### config.mk
export PLATFORM = sky130hd
export DESIGN_NAME = fast_op_dispatcher
export DESIGN_NICKNAME = d
export VERILOG_FILES = /design/src/rtl/fast_op_dispatcher.sv
export SDC_FILE = /design/constraint.sdc
export NUM_CORES = 1
export LEC_CHECK = 0
export CORE_AREA = 2 2 201 203
export DETAILED_ROUTE_END_ITERATION = 10
export DIE_AREA = 0 0 203 205
export SKIP_LAST_GASP = 1
export SLEW_MARGIN = 20
export SYNTH_ARGS = -nofsm -noshare
export SYNTH_HDL_FRONTEND = slang
export SYNTH_SLANG_ARGS = --single-unit
export TNS_END_PERCENT = 100
### constraint.sdc
create_clock -name clk -period 8.05 [get_ports clk]
set_input_delay 1.2075 -clock clk [delete_from_list [all_inputs] [get_ports clk]]
set_output_delay 1.2075 -clock clk [all_outputs]
set_load 0.02 [all_outputs]
### src/rtl/fast_op_dispatcher.sv
// FAST decoder op dispatcher: latches a template on message start, captures
// the presence map from the first ingress path that delivers it, then issues
// one op word per template field in lane groups over a valid/ready handshake.
module fast_op_dispatcher #(
  parameter int BEAT_W        = 64,
  parameter int SUP_PATHS     = 4,
  parameter int NUM_TEMPLATES = 4,
  parameter int TFIELD_W      = 10,
  parameter int MAX_FIELDS    = 10,
  parameter int NUM_LANES     = 4,
  parameter int OP_W          = 32,
  parameter int PMAP_W        = 14,
  localparam int TID_W = (NUM_TEMPLATES > 1) ? $clog2(NUM_TEMPLATES) : 1,
  localparam int LEN_W = $clog2(MAX_FIELDS + 1)
) (
  input  logic                             clk,
  input  logic                             rstn,
  input  logic                             new_message,
  output logic                             msg_ready,
  input  logic [TID_W-1:0]                 TID,
  input  logic [TFIELD_W*MAX_FIELDS-1:0]   template,
  input  logic [LEN_W-1:0]                 template_len,
  input  logic [(BEAT_W+2)*SUP_PATHS-1:0]  dins,
  input  logic [SUP_PATHS-1:0]             field_complete,
  output logic [NUM_LANES-1:0]             out_valid,
  output logic [OP_W*NUM_LANES-1:0]        out_op,
  input  logic                             out_ready,
  output logic                             busy,
  output logic                             msg_done,
  output logic                             pmap_overflow
);

  localparam int LW = $clog2(PMAP_W + 1);
  localparam logic [LW-1:0]    LEFT_ONE  = LW'(1);
  localparam logic [LW-1:0]    LEFT_INIT = LW'(PMAP_W);
  localparam logic [LEN_W-1:0] LEN_ONE   = LEN_W'(1);

  typedef enum logic [1:0] {
    S_IDLE      = 2'd0,
    S_WAIT_PMAP = 2'd1,
    S_DISPATCH  = 2'd2,
    S_DONE      = 2'd3
  } state_t;

  state_t state_q, state_d;

  logic [TFIELD_W*MAX_FIELDS-1:0] tmpl_q, tmpl_d;
  logic [LEN_W-1:0]               len_q, len_d;
  logic [TID_W-1:0]               tid_q, tid_d;
  logic [PMAP_W-1:0]              pmap_q, pmap_d;
  logic [LW-1:0]                  left_q, left_d;
  logic [LEN_W-1:0]               base_q, base_d;
  logic [NUM_LANES-1:0]           out_valid_q, out_valid_d;
  logic [OP_W*NUM_LANES-1:0]      out_op_q, out_op_d;
  logic                           ovf_q, ovf_d;
  logic                           msg_done_q, msg_done_d;
  logic                           msg_ready_q, msg_ready_d;
  logic                           busy_q, busy_d;

  logic                           hit_s;
  logic [PMAP_W-1:0]              hit_pmap_s;
  logic [PMAP_W-1:0]              pmap_src_s;
  logic [NUM_LANES-1:0]           grp_valid_s;
  logic [OP_W*NUM_LANES-1:0]      grp_op_s;
  logic                           grp_ovf_s;
  logic [LW-1:0]                  grp_left_s;
  logic [LEN_W-1:0]               grp_base_s;
  logic                           advance_s;
  logic                           unused_s;

  // Pack one op word from a field's presence, index, descriptor and TID.
  function automatic logic [OP_W-1:0] make_op(input logic present,
                                              input logic [LEN_W-1:0] idx,
                                              input logic [TFIELD_W-1:0] desc,
                                              input logic [TID_W-1:0] tid);
    logic [OP_W-1:0] op;
    op        = {OP_W{1'b0}};
    op[31]    = present;
    op[30]    = present;
    op[29:24] = 6'(idx);
    op[23:22] = desc[7:6];
    op[21:19] = desc[5:3];
    op[18]    = desc[8];
    op[17:16] = 2'(tid);
    return op;
  endfunction

  // Descriptor reserved bits and non-pmap beat data are intentionally ignored.
  assign unused_s = ^{dins, tmpl_q};

  // Lowest-index path with pmap flag and beat complete supplies the pmap.
  always_comb begin
    hit_s      = 1'b0;
    hit_pmap_s = {PMAP_W{1'b0}};
    for (int k = 0; k < SUP_PATHS; k++) begin
      if (!hit_s && dins[k*(BEAT_W+2)+BEAT_W+1] && field_complete[k]) begin
        hit_s      = 1'b1;
        hit_pmap_s = dins[k*(BEAT_W+2) +: PMAP_W];
      end else begin
        hit_pmap_s = hit_pmap_s;
      end
    end
  end

  // The first group is built straight from the arriving pmap, later ones from the latched copy.
  assign pmap_src_s = (state_q == S_WAIT_PMAP) ? hit_pmap_s : pmap_q;
  assign advance_s  = out_ready | ~out_valid_q[0];

  // Build the next op group, consuming pmap bits MSB-first in lane order.
  always_comb begin
    logic [LEN_W-1:0]    base_v;
    logic [LW-1:0]       left_v;
    logic                present_v;
    logic [TFIELD_W-1:0] desc_v;
    base_v      = base_q;
    left_v      = left_q;
    grp_valid_s = {NUM_LANES{1'b0}};
    grp_op_s    = {(OP_W*NUM_LANES){1'b0}};
    grp_ovf_s   = 1'b0;
    for (int i = 0; i < NUM_LANES; i++) begin
      present_v = 1'b0;
      desc_v    = {TFIELD_W{1'b0}};
      if (base_v < len_q) begin
        desc_v = tmpl_q[int'(base_v)*TFIELD_W +: TFIELD_W];
        if (desc_v[9]) begin
          if (left_v != {LW{1'b0}}) begin
            present_v = pmap_src_s[int'(left_v)-1];
            left_v    = left_v - LEFT_ONE;
          end else begin
            present_v = 1'b0;
            grp_ovf_s = 1'b1;
          end
        end else begin
          present_v = 1'b1;
        end
        grp_valid_s[i]               = 1'b1;
        grp_op_s[i*OP_W +: OP_W]     = make_op(present_v, base_v, desc_v, tid_q);
        base_v                       = base_v + LEN_ONE;
      end else begin
        grp_valid_s[i] = 1'b0;
      end
    end
    grp_base_s = base_v;
    grp_left_s = left_v;
  end

  // FSM state register.
  always_ff @(posedge clk or negedge rstn) begin
    if (!rstn) begin
      state_q <= S_IDLE;
    end else begin
      state_q <= state_d;
    end
  end

  // FSM next-state logic.
  always_comb begin
    state_d = state_q;
    case (state_q)
      S_IDLE: begin
        if (new_message) state_d = S_WAIT_PMAP;
        else             state_d = S_IDLE;
      end
      S_WAIT_PMAP: begin
        if (hit_s) state_d = (len_q == {LEN_W{1'b0}}) ? S_DONE : S_DISPATCH;
        else       state_d = S_WAIT_PMAP;
      end
      S_DISPATCH: begin
        if (advance_s && (grp_valid_s == {NUM_LANES{1'b0}})) state_d = S_DONE;
        else                                                 state_d = S_DISPATCH;
      end
      S_DONE:  state_d = S_IDLE;
      default: state_d = S_IDLE;
    endcase
  end

  // FSM output and datapath next values.
  always_comb begin
    tmpl_d      = tmpl_q;
    len_d       = len_q;
    tid_d       = tid_q;
    pmap_d      = pmap_q;
    left_d      = left_q;
    base_d      = base_q;
    out_valid_d = out_valid_q;
    out_op_d    = out_op_q;
    ovf_d       = ovf_q;
    case (state_q)
      S_IDLE: begin
        if (new_message) begin
          tmpl_d = template;
          len_d  = template_len;
          tid_d  = TID;
          pmap_d = {PMAP_W{1'b0}};
          left_d = LEFT_INIT;
          base_d = {LEN_W{1'b0}};
          ovf_d  = 1'b0;
        end else begin
          ovf_d = ovf_q;
        end
      end
      S_WAIT_PMAP: begin
        if (hit_s) begin
          pmap_d      = hit_pmap_s;
          out_valid_d = grp_valid_s;
          out_op_d    = grp_op_s;
          left_d      = grp_left_s;
          base_d      = grp_base_s;
          ovf_d       = ovf_q | grp_ovf_s;
        end else begin
          pmap_d = pmap_q;
        end
      end
      S_DISPATCH: begin
        if (advance_s) begin
          out_valid_d = grp_valid_s;
          out_op_d    = grp_op_s;
          left_d      = grp_left_s;
          base_d      = grp_base_s;
          ovf_d       = ovf_q | grp_ovf_s;
        end else begin
          out_valid_d = out_valid_q;
        end
      end
      S_DONE:  out_valid_d = {NUM_LANES{1'b0}};
      default: out_valid_d = {NUM_LANES{1'b0}};
    endcase
    msg_done_d  = (state_d == S_DONE);
    msg_ready_d = (state_d == S_IDLE);
    busy_d      = (state_d != S_IDLE);
  end

  // Datapath and registered status outputs.
  always_ff @(posedge clk or negedge rstn) begin
    if (!rstn) begin
      tmpl_q      <= {(TFIELD_W*MAX_FIELDS){1'b0}};
      len_q       <= {LEN_W{1'b0}};
      tid_q       <= {TID_W{1'b0}};
      pmap_q      <= {PMAP_W{1'b0}};
      left_q      <= {LW{1'b0}};
      base_q      <= {LEN_W{1'b0}};
      out_valid_q <= {NUM_LANES{1'b0}};
      out_op_q    <= {(OP_W*NUM_LANES){1'b0}};
      ovf_q       <= 1'b0;
      msg_done_q  <= 1'b0;
      msg_ready_q <= 1'b1;
      busy_q      <= 1'b0;
    end else begin
      tmpl_q      <= tmpl_d;
      len_q       <= len_d;
      tid_q       <= tid_d;
      pmap_q      <= pmap_d;
      left_q      <= left_d;
      base_q      <= base_d;
      out_valid_q <= out_valid_d;
      out_op_q    <= out_op_d;
      ovf_q       <= ovf_d;
      msg_done_q  <= msg_done_d;
      msg_ready_q <= msg_ready_d;
      busy_q      <= busy_d;
    end
  end

  assign msg_ready     = msg_ready_q;
  assign out_valid     = out_valid_q;
  assign out_op        = out_op_q;
  assign busy          = busy_q;
  assign msg_done      = msg_done_q;
  assign pmap_overflow = ovf_q;

endmodule

# Yosys cells after proc, flatten, opt, wreduce, memory -nomap -nowiden
# Cells that the tools add are included.
classes:
  addsub: 12
  muxes: 91
  shift: 4
  n_mul: 4
  n_reduce_logical: 29
  magnitude_cmp: 8
  bitwise: 3
  eq_ne: 7
ops:
  columns: ["op", "n"]
  rows:
  - ["$shiftx 100x9->10", 4]
  - ["$mux 128", 2]
  - ["$pmux 128 s2", 1]
  - ["$mux 32", 4]
  - ["$mux 14", 7]
  - ["$mux 4", 24]
  - ["$mux 1", 42]
  - ["$pmux 4 s3", 3]
  - ["$mul 4x3->7 const B", 4]
  - ["$pmux 14 s2", 1]
  - ["$lt 5x6->1 const B", 4]
  - ["$sub 4x1->5 const B", 4]
  - ["$add 4x1->4 const B", 4]
  - ["$bmux 1 s4", 4]
  - ["$lt 4x4->1", 4]
  - ["$reduce_bool 4->1", 4]
  - ["$sub 4x1->4 const B", 4]
  - ["$reduce_and 3->1", 3]
  - ["$logic_and 1x1->1", 8]
  - ["$logic_not 4->1", 2]
  - ["$pmux 2 s4", 1]
  - ["$eq 2x2->1 const B", 3]
  - ["$ne 2x2->1 const B", 3]
  - ["$reduce_bool 2->1", 3]
  - ["other kinds (10)", 15]
word_totals:
  ff_bits: 266
  out_inout_bits: 136
  in_bits: 378
  word_cells: 171

# Logic depth before layout (Yosys ltp)
logic_depth:
  word_depth: 23
  ltp_mapped: 35
  ltp_nobuf: 31

# Worst setup path before layout
# Ideal clock, no wire load.
synth_path:
  kind: "register to register"
  from: "reg base_q[1]"
  to: "reg out_op_q[114] (netlist: out_op[114])"
  t_required_ns: 7.960
  path_stages_with_launch: 34
  path_buffers: 5
  arrival_ns: 7.291
  path_slack_ns: 0.669
  setup_ns: 0.090
  synth_period_minus_slack_ns: 7.381
  path_cell_list: "dfrtp_1 ha_1 a211oi_4 o211ai_2 xor2_4 inv_2 buf_1 ha_1 or2_2 a21oi_1 a21oi_1 a21o_1 inv_2 buf_1 ha_1 a21o_1 a21o_1 a21oi_1 clkbuf_1 nand2_1 a21boi_0 inv_2 buf_1 ha_1 o21ai_0 nand2b_1 a21o_1 a21oi_1 inv_1 nor2_1 nand2_1 or3_1 clkbuf_1 o221ai_1"
synth_via:
  elab_chain_cells: 11
  word_cells_on_any_way: 16
  cone_classes: "3 x add/sub; 1 x mul; 4 x order compare; 1 x shift; 7 x mux"
synth_lines:
  columns: ["item", "line_no", "text"]
  rows:
  - ["start: declaration", "52", "logic [LEN_W-1:0] base_q, base_d;"]
  - ["start signal: assignment", "241", "base_q <= {LEN_W{1'b0}};"]
  - ["start signal: assignment", "254", "base_q <= base_d;"]
  - ["$add 4x1->4 or $lt 4x4->1 (tied branches)", "138, 123", null]
  - ["$mux 4 *", "123", "if (base_v < len_q) begin"]
  - ["$add 4x1->4 or $lt 4x4->1 (tied branches)", "138, 123", null]
  - ["$mux 4 *", "123", null]
  - ["$add 4x1->4 or $lt 4x4->1 (tied branches)", "138, 123", null]
  - ["$mux 4 *", "123", null]
  - ["$mul 4x3->7", "124", "desc_v = tmpl_q[int'(base_v)*TFIELD_W +: TFIELD_W];"]
  - ["$shiftx 100x9->10", "124", null]
  - ["$mux 32 *", "123", null]
  - ["$mux 128 (on tied branches)", "215, 203", null]
  - ["$pmux 128 s2 *", "188", "case (state_q)"]
  - ["end signal: assignment", "243", "out_op_q <= {(OP_W*NUM_LANES){1'b0}};"]
  - ["end signal: assignment", "256", "out_op_q <= out_op_d;"]
  - ["end: declaration", "54", "logic [OP_W*NUM_LANES-1:0] out_op_q, out_op_d;"]
# Every way passes the cells marked *; elsewhere a longest branch is shown, timed or not. The select of a mux whose other input is x is not followed.
# A chain may end at the register's enable or synchronous reset.

# Worst setup path after layout
layout_path:
  from: "reg len_q[1]"
  to: "reg out_op_q[119] (netlist: out_op[119])"
layout_via:
  elab_chain_cells: 11
  word_cells_on_any_way: 15
  cone_classes: "2 x add/sub; 1 x mul; 4 x order compare; 1 x shift; 7 x mux"
layout_lines:
  columns: ["item", "line_no", "text"]
  rows:
  - ["start: declaration", "48", "logic [LEN_W-1:0] len_q, len_d;"]
  - ["start signal: assignment", "237", "len_q <= {LEN_W{1'b0}};"]
  - ["start signal: assignment", "250", "len_q <= len_d;"]
  - ["$lt 4x4->1", "123", null]
  - ["$mux 4", "123", null]
  - ["$add 4x1->4 or $lt 4x4->1 (tied branches)", "138, 123", null]
  - ["$mux 4", "123", null]
  - ["$add 4x1->4 or $lt 4x4->1 (tied branches)", "138, 123", null]
  - ["$mux 4", "123", null]
  - ["$mul 4x3->7", "124", null]
  - ["$shiftx 100x9->10", "124", null]
  - ["$mux 32 *", "123", null]
  - ["$mux 128 (on tied branches)", "215, 203", null]
  - ["$pmux 128 s2 *", "188", null]
# Marked as above.

==> results.md <==
- Post-CTS Setup Bufs: 0
- Share of layout cells above drive strength 1: 0.194
- CTS tree: done
- I/O pin cnt: 514
- Core area: 39400 um^2
- CP peak stage delay: 0.66 ns
- Initial Util: 0.283
- Clock latency on the worst-skew pair: 0.46 ns
- Post-synth EDFFs: 0
- Grt ovf: 0
- DRT Pass-1 Iters: 5
- Post-synthesis compound-gate area fraction: 0.138
- Worst-case clock buffer depth: 2
- Chip width: 203 um
- Min-delay worst type: flip-flop to flip-flop
- Initial antenna violation count: 1
- Port Buffers: 207
- Fillers: 3891
- Largest family of logic cells by synthesized area: multiplexers
- Sequential share of the synthesized area: 0.360
- GP Congestion: 0.884
- Tot GR Track Use: 0.166
- Routed len/inst: 19.9 um
- CTS resizes: 0
- YS warnings: 0
- Synth Instances: 999
- Most used DFF post-synth: dfrtp_1
- Final hold vios: 0
- Crit path time final: 7.39 ns
- CTS clk-pin slew, worst paths: 0.07 ns
- Htree depth: 4
- CTS buffer count: 17
- Fmax: 135 MHz
- Critical Path RT: 8.42 ns
- Final setup viols: 0
- WP data arrival: 7.75 ns
- Clock root buffer: clkbuf_16
- Kind of critical path: flip-flop to flip-flop
- DRT Wirelength: 34300 um
- Worst slew pin tran: 1.03 ns
- CTS Hold Bufs: 0
- Sequential Area: 4010 um^2
- Synth unique cells: 74
- Post-Synth XOR/XNOR Area: 0.0199
- Placement Setup Slack: 0.819 ns
- Crit. End Element: flip-flop
- Setup TNS: 0 ns
- Cell row count: 73
- Vias: 8602
- Critical Path Fanout Max: 16
- Post-Synth Simple-Gate Area: 0.0832
- DP Wirelength: 26100 um
- Post-Synth Adder-Cell Area: 0.0315
- RSZ-0062 raised after global routing: false
- Final ANT Viol Nets: 0
- Area Growth Syn to Fin: 27.1%
- Ys async rst share: 1.00
- Tcrit/Tclk final: 0.917
- Max-slew headroom: 0.315
- Drc violations: 0
- Post-synthesis instance area: 11100 um^2
- Number of global-route vias before repair: 8519
- Mapped Avg Cell Area: 11.1 um^2
- Die Ht: 205 um
- 1st-iter DRT viols: 647
- Pin count of the biggest net entering global routing: 88
- CP startpoint kind: flip-flop
- Max-cap check violation count: 0
- FF+latch count, synth: 160
- Final Slew Violations: 0
- Area of the multi-input gates: 6480 um^2
- First-pass GRT wire length: 52500 um
- Via-per-instance ratio: 4.99
- CP max stage cell: a21boi_0
- Layout net count: 1592
- Fin Clk Skew: 0.0158 ns
- Sink Count: 160
- DIE AREA: 41600 um^2
- Outcome: completed
- Fin worst setup slack: 0.665 ns
- Post-synthesis mux area share: 0.284
area by class of cell:
class,instances,share of cell area
multi-input cells,745,0.459
flip-flops and latches,160,0.283
repair buffers,229,0.158
well taps,525,0.0465
clock buffers,17,0.0301
clock inverters,15,0.0142
inverters,33,0.00876
diodes,1,0.000177
cell families (layout without fill, tap and decap cells):
family | count (synthesis) | count (layout)
flops | 160 | 160
fa+ha+maj | 28 | 28
xor+xnor | 18 | 18
other cells | 1 | 73
mux | 227 | 227
compound gates | 202 | 202
simple gates | 198 | 198
buf+inv | 165 | 294
registers in the layout (all words and copies together), names as in the netlist:
| signal | count |
|---|---|
| tid_q | 2 |
| busy | 1 |
| pmap_q | 14 |
| msg_done | 1 |
| base_q | 4 |
| tmpl_q | 70 |
| len_q | 4 |
| out_op | 52 |
| pmap_overflow | 1 |
| out_valid | 4 |
| msg_ready | 1 |
| state_q | 2 |
| left_q | 4 |
path summary, 6_finish.rpt:
kind                           start          end  slack (ns)  depth (start not counted)
max                         len_q[1]  out_op[119]        0.66                         33
min                        pmap_q[5]    pmap_q[5]        0.48                          2
max reg2reg                 len_q[1]  out_op[119]        0.66                         33
min reg2reg                pmap_q[5]    pmap_q[5]        0.48                          2
max in group asynchronous       rstn  out_op[119]        5.80                          2
min in group asynchronous       rstn   out_op[53]        0.80                          1
metal layers:
layer  global-route usage  part of all wire  vias up
met3               0.0363             0.069       23
met2                0.244              0.43      317
li1                     -                 -     3978
met5                    0                 0        -
met1                0.247              0.49     4284
met4               0.0430             0.014        0
stage by stage:
step	instance area, um^2	util	std cells	hold slack, ns
after detailed placement	13500	0.343	1692	0.467
final	14100	0.359	1725	0.476
after global placement	13500	0.343	1692	0.462
after CTS	14100	0.359	1724	0.482
after floorplan	11400	-	1070	0.450
after global routing	14100	0.359	1724	0.497
cells in the mapped netlist (14+ instances only):
library cell	instances	area [um^2]
buf_4	77	578
a221oi_1	14	123
mux2i_1	76	761
inv_1	28	105
o31ai_1	24	180
nand3_1	18	90.1
nand2_1	85	319
a21oi_1	36	180
dfrtp_1	159	3980
a22o_1	34	298
clkbuf_1	41	154
o21ai_0	24	120
nor2_1	46	173
mux4_2	58	1310
ha_1	28	350
mux2_2	89	1000
cells in the final DEF (no fill, tap or decap), types with 28 or more instances in the layout:
| cell | synthesis | final |
|---|---|---|
| nor2_1 | 46 | 46 |
| mux2_2 | 89 | 89 |
| mux4_2 | 58 | 58 |
| a21oi_1 | 36 | 36 |
| clkdlybuf4s50_1 | 0 | 206 |
| inv_1 | 28 | 28 |
| conb_1 | 1 | 72 |
| a22o_1 | 34 | 34 |
| dfrtp_1 | 159 | 159 |
| ha_1 | 28 | 28 |
| nand2_1 | 85 | 84 |
| mux2i_1 | 76 | 76 |
worst max-delay path: cells and delay by family, from the launching register on:
family	cells	cell delay, ns
buf+inv	9	1.42
flops	1	0.45
xor+xnor	1	0.33
simple gates	6	1.11
compound gates	13	2.73
fa+ha+maj	4	1.25
Power is left out: the tool's default activity adds up to more than one toggle a clock period on the data nets, which glitch-free logic cannot reach.
